File: config.mk
export PLATFORM = sky130hd
export DESIGN_NAME = multi_timer
export DESIGN_NICKNAME = d
export VERILOG_FILES = /design/src/rtl/multi_timer.sv
export SDC_FILE = /design/constraint.sdc
export NUM_CORES = 1
export LEC_CHECK = 0
export CORE_ASPECT_RATIO = 1.25
export CORE_MARGIN = 1.5
export CORE_UTILIZATION = 30
export CTS_CLUSTER_DIAMETER = 60
export DETAILED_ROUTE_END_ITERATION = 12
export GPL_ROUTABILITY_DRIVEN = 0
export PLACE_DENSITY = 0.52
export SLEW_MARGIN = 40
export SYNTH_ARGS = -nofsm -noshare
export SYNTH_HDL_FRONTEND = slang
export SYNTH_SLANG_ARGS = --single-unit
export TNS_END_PERCENT = 20
File: constraint.sdc
create_clock -name Clk -period 3.5 [get_ports Clk]
set_input_delay 0.35 -clock Clk [delete_from_list [all_inputs] [get_ports Clk]]
set_output_delay 0.35 -clock Clk [all_outputs]
set_load 0.05 [all_outputs]
File: src/rtl/multi_timer.sv
// NCH-channel one-shot/periodic tick timer: End pulses and sticky flags, one cycle after terminal count.
// Latency: End registered one cycle after the terminal compare; no backpressure, all inputs taken every cycle.
// Optional shared tick prescaler enabled by defining MULTI_TIMER_PRESCALE_EN.
module multi_timer #(
    parameter int N   = 32,
    parameter int NCH = 4,
    parameter int CW  = (NCH > 1) ? $clog2(NCH) : 1
`ifdef MULTI_TIMER_PRESCALE_EN
    ,
    parameter int PW  = 8
`endif
) (
    input  logic             Clk,
    input  logic             Rst,
    input  logic             Pwr_off,
    input  logic             Cfg_we,
    input  logic [CW-1:0]    Cfg_ch,
    input  logic [N-1:0]     Cfg_load,
    input  logic             Cfg_periodic,
    input  logic [NCH-1:0]   Start,
    input  logic [NCH-1:0]   Stop,
    input  logic [NCH-1:0]   Flag_clr,
`ifdef MULTI_TIMER_PRESCALE_EN
    input  logic [PW-1:0]    Presc,
`endif
    output logic [NCH-1:0]   Busy,
    output logic [NCH-1:0]   End,
    output logic [NCH-1:0]   Flag,
    output logic [NCH*N-1:0] Cnt,
    output logic             Irq
);

    localparam logic [N-1:0] CNT_ONE = N'(1);

    logic [N-1:0]   load_q [NCH];
    logic [N-1:0]   cnt_q  [NCH];
    logic [NCH-1:0] periodic_q;
    logic [NCH-1:0] term;
    logic           clr_all;
    logic           tick;

    assign clr_all = !Rst || Pwr_off;

`ifdef MULTI_TIMER_PRESCALE_EN
    // Free-running prescaler; Presc is compared live so a change applies at the next compare.
    logic [PW-1:0] pcnt_q;

    assign tick = (pcnt_q >= Presc);

    always_ff @(posedge Clk) begin
        if (clr_all) begin
            pcnt_q <= '0;
        end else if (tick) begin
            pcnt_q <= '0;
        end else begin
            pcnt_q <= pcnt_q + PW'(1);
        end
    end
`else
    assign tick = 1'b1;
`endif

    // Terminal count only when neither Stop nor Start overrides the channel this edge.
    always_comb begin
        term = '0;
        for (int i = 0; i < NCH; i++) begin
            term[i] = Busy[i] && tick && !Stop[i] && !Start[i] && (cnt_q[i] >= load_q[i]);
        end
    end

    always_ff @(posedge Clk) begin
        if (clr_all) begin
            for (int i = 0; i < NCH; i++) begin
                load_q[i] <= '0;
                cnt_q[i]  <= '0;
            end
            periodic_q <= '0;
            Busy       <= '0;
            End        <= '0;
            Flag       <= '0;
        end else begin
            for (int i = 0; i < NCH; i++) begin
                End[i] <= term[i];

                if (Stop[i]) begin
                    Busy[i]  <= 1'b0;
                    cnt_q[i] <= '0;
                end else if (Start[i]) begin
                    Busy[i]  <= 1'b1;
                    cnt_q[i] <= '0;
                end else if (term[i]) begin
                    cnt_q[i] <= '0;
                    if (!periodic_q[i]) begin
                        Busy[i] <= 1'b0;
                    end
                end else if (Busy[i] && tick) begin
                    cnt_q[i] <= cnt_q[i] + CNT_ONE;
                end

                if (term[i]) begin
                    Flag[i] <= 1'b1;
                end else if (Flag_clr[i]) begin
                    Flag[i] <= 1'b0;
                end

                // Matching by equality leaves indices >= NCH without a target.
                if (Cfg_we && (Cfg_ch == CW'(i))) begin
                    load_q[i]     <= Cfg_load;
                    periodic_q[i] <= Cfg_periodic;
                end
            end
        end
    end

    always_comb begin
        Cnt = '0;
        for (int i = 0; i < NCH; i++) begin
            Cnt[i*N +: N] = cnt_q[i];
        end
    end

    assign Irq = |Flag;

endmodule

Word level (Yosys, flattened, before mapping)
Memory sizes are Yosys's and may differ from the RTL's.
Cells that the tools add are included.
- word-level logic and storage cells: 220
- memory bits (writable): 256
- output and inout bits: 141
- input port bits: 51
- memories kept: 2
- bits in registers: 16
- equality and inequality tests: 7
- reduce and logical (&&, ||, !) cells: 44
- magnitude comparators: 4
- add/sub/neg operators: 4
- bitwise operators: 20
- muxes and demuxes: 126
- memories (memory ; depth ; bits a word ; rd ports ; clocked after Yosys merged registers in ; write ports ; line ; RTL):
    cnt_q ; 4 ; 32 ; 4 ; 0 ; 4 ; 36 ; logic [N-1:0] cnt_q [NCH];
    load_q ; 4 ; 32 ; 4 ; 0 ; 4 ; 35 ; logic [N-1:0] load_q [NCH];
- operators by type and width (kind ; number):
    $mux W32 ; 20
    $add A32 B1 Y32 const B ; 4
    $ge A32 B32 Y1 ; 4
    $mux W1 ; 106
    $or A1 B1 Y1 ; 20
    $logic_and A1 B1 Y1 ; 16
    $reduce_bool A2 Y1 ; 8
    $logic_not A1 Y1 ; 9
    $ne A2 B2 Y1 const B ; 4
    $reduce_and A2 Y1 ; 4
    $reduce_or A2 Y1 ; 4
    $eq A2 B2 Y1 const B ; 2
    $reduce_or A4 Y1 ; 1
    $eq A2 B1 Y1 const B ; 1
    $logic_not A2 Y1 ; 1
    $logic_or A1 B1 Y1 ; 1

Longest topological paths before layout
- depth in word-level cells: 11
- gate-level depth with buffers: 11
- gate-level depth less buffers: 9

Worst setup path after synthesis
Ideal clock, no wire load.
- path kind: input -> register
- start point: in Cfg_ch[1]
- end point: mem load_q[0][0], enable pin
- library setup time: 0.467 ns
- arrival: 2.817 ns
- stages: 2
- setup slack: 0.215 ns
- required time: 3.033 ns
- cells stage by stage: nand2b_1 > o21ai_0
- RTL lines (item ; line ; RTL):
    start, declared ; 17 ; input logic [CW-1:0] Cfg_ch,
    end, declared ; 35 ;

==> metrics list <==
- Worst-margin pin slew: 0.756 ns
- Measured against the total synthesized area, the mux share comes to 0.00132.
* Initial drt markers: 636
* Commonest cells after routing, fill and taps aside: sky130_fd_sc_hd__edfxtp_1 (256), sky130_fd_sc_hd__clkdlybuf4s50_1 (191), sky130_fd_sc_hd__nor2_1 (187), sky130_fd_sc_hd__inv_1 (147), sky130_fd_sc_hd__ha_1 (132)
* Largest fanout of any net on the critical path: 32
- Sequential-to-total area share from yosys stat: 0.530
- The area growth from synthesis to layout is 25.5%.
* Total congestion overflow after global routing: 0
- Count of antenna-violating nets left after detailed routing: 0
- Average wire per cell in the routed design: 18.4 um
- Synth Area in Adders: 0.109
* Library cell occupying the most area in the post-synthesis netlist: sky130_fd_sc_hd__edfxtp_1
- Sort of element at the end of the critical path: register
- Type of origin of the critical path: register
* # rows: 91
- Total number of H-tree levels: 1
* Detailed placement HPWL: 31100 um
- Power density over the cells: 416 mW/mm2
- Summed over all cells, the static leakage comes to 7.28 nW.
* Number of storage elements in the synthesis netlist: 272
* Number of placed I/O pins: 192
- VDD sags by at most 0.370 mV.
* Via Count: 10700
* Setup TNS Final: 0 ns
* Area share of the largest cell type after synthesis: 0.509
- Counting every net in the synthesized netlist gives 1600.
- Die Span X: 204 um
- Setup repair after global routing left no endpoint under its margin.
- For this run, the post-layout net count is 1816.
- The initial utilization of the core area, before any placement, comes to 0.305.
- Final-report hold violation count: 0
* Skew-Pair Late Insertion Delay: 0.57 ns
- After layout, the design draws a total of 7.88 mW.
- Flip-flop cell with the highest count after synthesis: sky130_fd_sc_hd__edfxtp_1
- Xor-xnor portion of the synthesized cell area: 0.0696
* Post-CTS setup buffers: 0
- The run finished with clean final reports.
* Final worst path period share: 0.767
- Final number of max-transition violations: 0
* Worst hold path type: in2reg
- Highest achievable clock rate: 373 MHz
* Die Span Y: 254 um
- The number of different library cells used by synthesis comes to 50.
- Aggregate routed wire length: 42400 um
- Yosys synthesis warning count: 0
* Synthesized-area fraction occupied by and/or/nand/nor cells: 0.200
- Yosys mapped a number of flops with a built-in enable equal to 256.
- The number of global-route vias before repair came to 10600.
* Cell count after synthesis: 1417
- Number of buffers between clock root and the deepest sink: 3
- Critical path class: reg2reg
* Worst-case headroom to the max-slew limit: 0.496
- The pre-antenna-repair detailed-routing pass consisted of 4 iterations.
* Sinks on the clock net: 272
- Setup slack closes at 0.816 ns.
- Most common cell after layout, fill and taps aside: sky130_fd_sc_hd__edfxtp_1
- The region available for standard cell placement spans 0.0495 mm2.
- The first global-routing pass estimated 63800 um of wire.
- Input and output buffers added on the ports amount to 191.
- Worst Path Arrival: 3.11 ns
* Post-Syn Area per Cell: 10.7 um2
- Worst slack, placed: 0.667 ns
* Total of hold buffers inserted after clock tree synthesis: 0
* Complex-gate fraction of the synthesized area: 0.0451
- Die Outline Area: 0.0517 mm2
* WP data required: 3.93 ns
- By area the synthesized netlist is led by sky130_fd_sc_hd__edfxtp_1 (51%), sky130_fd_sc_hd__ha_1 (11%), sky130_fd_sc_hd__and2_1 (5.4%).
- The repair_antennas step left the layout with diodes totalling 0.
- After synthesis, the largest family of logic cells by area is simple AND/OR/NAND/NOR gates.
* Total GRT Usage: 0.163
* Clock buffer count from CTS: 31
- For this run, asynchronously set or reset flops after synthesis account for 0.
- Initial antenna violation count: 7
* Maximum number of pins on one net before global-route repair: 34
- Post-CTS resize count: 0
- Root cell of the clock tree: sky130_fd_sc_hd__clkbuf_16
* Detailed-route vias per instance: 4.65
- In the routed design, unresolved DRC markers number 0.
- The synthesized netlist occupies a cell area of 0.0151 mm2.
- The smallest clock period supported by the final layout is computed as 2.68 ns.
- Fraction of layout cells with a size suffix above 1: 0.0567
- Worst setup skew after layout: 0.0100 ns
* Max-cap check violation count: 0
- Count of final setup violators: 0
- Clock edge transition at the registers on the reported setup and hold paths: 0.06 ns
- TritonCTS built the clock tree.
cells by family (layout without fill, tap and decap cells):
group                      count (synthesis)  after routing
and+or+nand+nor                          597            597
adders and majority gates                132            132
DFF                                      272            272
AOI/OAI and AO/OA                        117            117
muxes                                      2              2
buffers and inverters                    177            417
xor gates and xnor gates                 120            120
registers in the layout, summed over array words and instances (netlist names):
register	flops
cnt_q	128
load_q	128
Busy	4
End	4
Flag	4
periodic_q	4
layout make-up:
type / instances / area (um2)
clock inverters: 12 / 128
fillers: 4913 / 30600
well taps: 651 / 815
multi-input cells: 968 / 6440
clock buffers: 45 / 940
repair buffers: 213 / 2080
inverters: 147 / 552
flip-flops and latches: 272 / 8010
per-layer routing:
metal  global-route usage  routed length, um
met1                0.210              18600
met2                0.280              20700
met3               0.0232               1850
met4               0.0525               1210
met5                    0                  0
worst max-delay path: stages (launching register included):
cell and delay [ns]:
sky130_fd_sc_hd__edfxtp_1 0.46, sky130_fd_sc_hd__ha_1 0.34, sky130_fd_sc_hd__a211oi_1 0.21, sky130_fd_sc_hd__o21ai_0 0.14, sky130_fd_sc_hd__a21oi_1 0.23, sky130_fd_sc_hd__nor3_1 0.11
sky130_fd_sc_hd__o311ai_0 0.46, sky130_fd_sc_hd__nand4_1 0.15, sky130_fd_sc_hd__buf_4 0.27, sky130_fd_sc_hd__nor2_1 0.15
cell usage after synthesis, types with 5 or more instances:
library cell               count
sky130_fd_sc_hd__edfxtp_1    256
sky130_fd_sc_hd__nand3_1      58
sky130_fd_sc_hd__xnor2_1      47
sky130_fd_sc_hd__xor2_1       73
sky130_fd_sc_hd__a21oi_1      56
sky130_fd_sc_hd__clkbuf_1     26
sky130_fd_sc_hd__a21o_1        8
sky130_fd_sc_hd__ha_1        132
sky130_fd_sc_hd__and4_1       12
sky130_fd_sc_hd__nor2_1      187
sky130_fd_sc_hd__dfxtp_1      16
sky130_fd_sc_hd__nand4_1      36
sky130_fd_sc_hd__nor4_1        7
sky130_fd_sc_hd__a211oi_1      8
sky130_fd_sc_hd__o21ai_0      28
sky130_fd_sc_hd__and2_1      130
sky130_fd_sc_hd__inv_1       147
sky130_fd_sc_hd__and3_1       22
sky130_fd_sc_hd__nand2_1      93
sky130_fd_sc_hd__nor2b_1       5
sky130_fd_sc_hd__nand2b_1      8
sky130_fd_sc_hd__nor3_1       16
per-stage QoR:
step	std cells	hold slack [ns]	util	instance area, um2
global placement	2251	0.467	0.361	17900
floorplan	1417	0.423	-	15100
CTS	2308	0.360	0.383	19000
detailed placement	2251	0.464	0.361	17900
finish	2308	0.401	0.383	19000
global route	2308	0.391	0.383	19000
power by group:
| part | switching (mW) | internal, mW |
|---|---|---|
| Combinational | 0.466 | 0.270 |
| Sequential | 0.0963 | 3.68 |
| Clock | 1.37 | 2.01 |
path summary, 6_finish.rpt:
path / startpoint / end / slack, ns / cells after the start
min reg2reg: periodic_q[0]$_SDFFE_PN0P_ / periodic_q[0]$_SDFFE_PN0P_ / 0.48 / 2
max: cnt_q[0][2]$_SDFFCE_PN0P_ / cnt_q[0][3]$_SDFFCE_PN0P_ / 0.82 / 9
max reg2reg: cnt_q[0][2]$_SDFFCE_PN0P_ / cnt_q[0][3]$_SDFFCE_PN0P_ / 0.82 / 9
min: Stop[1] / Busy[1]$_SDFFE_PP0P_ / 0.40 / 2
Note: power is estimated with default switching activity, not from simulation.
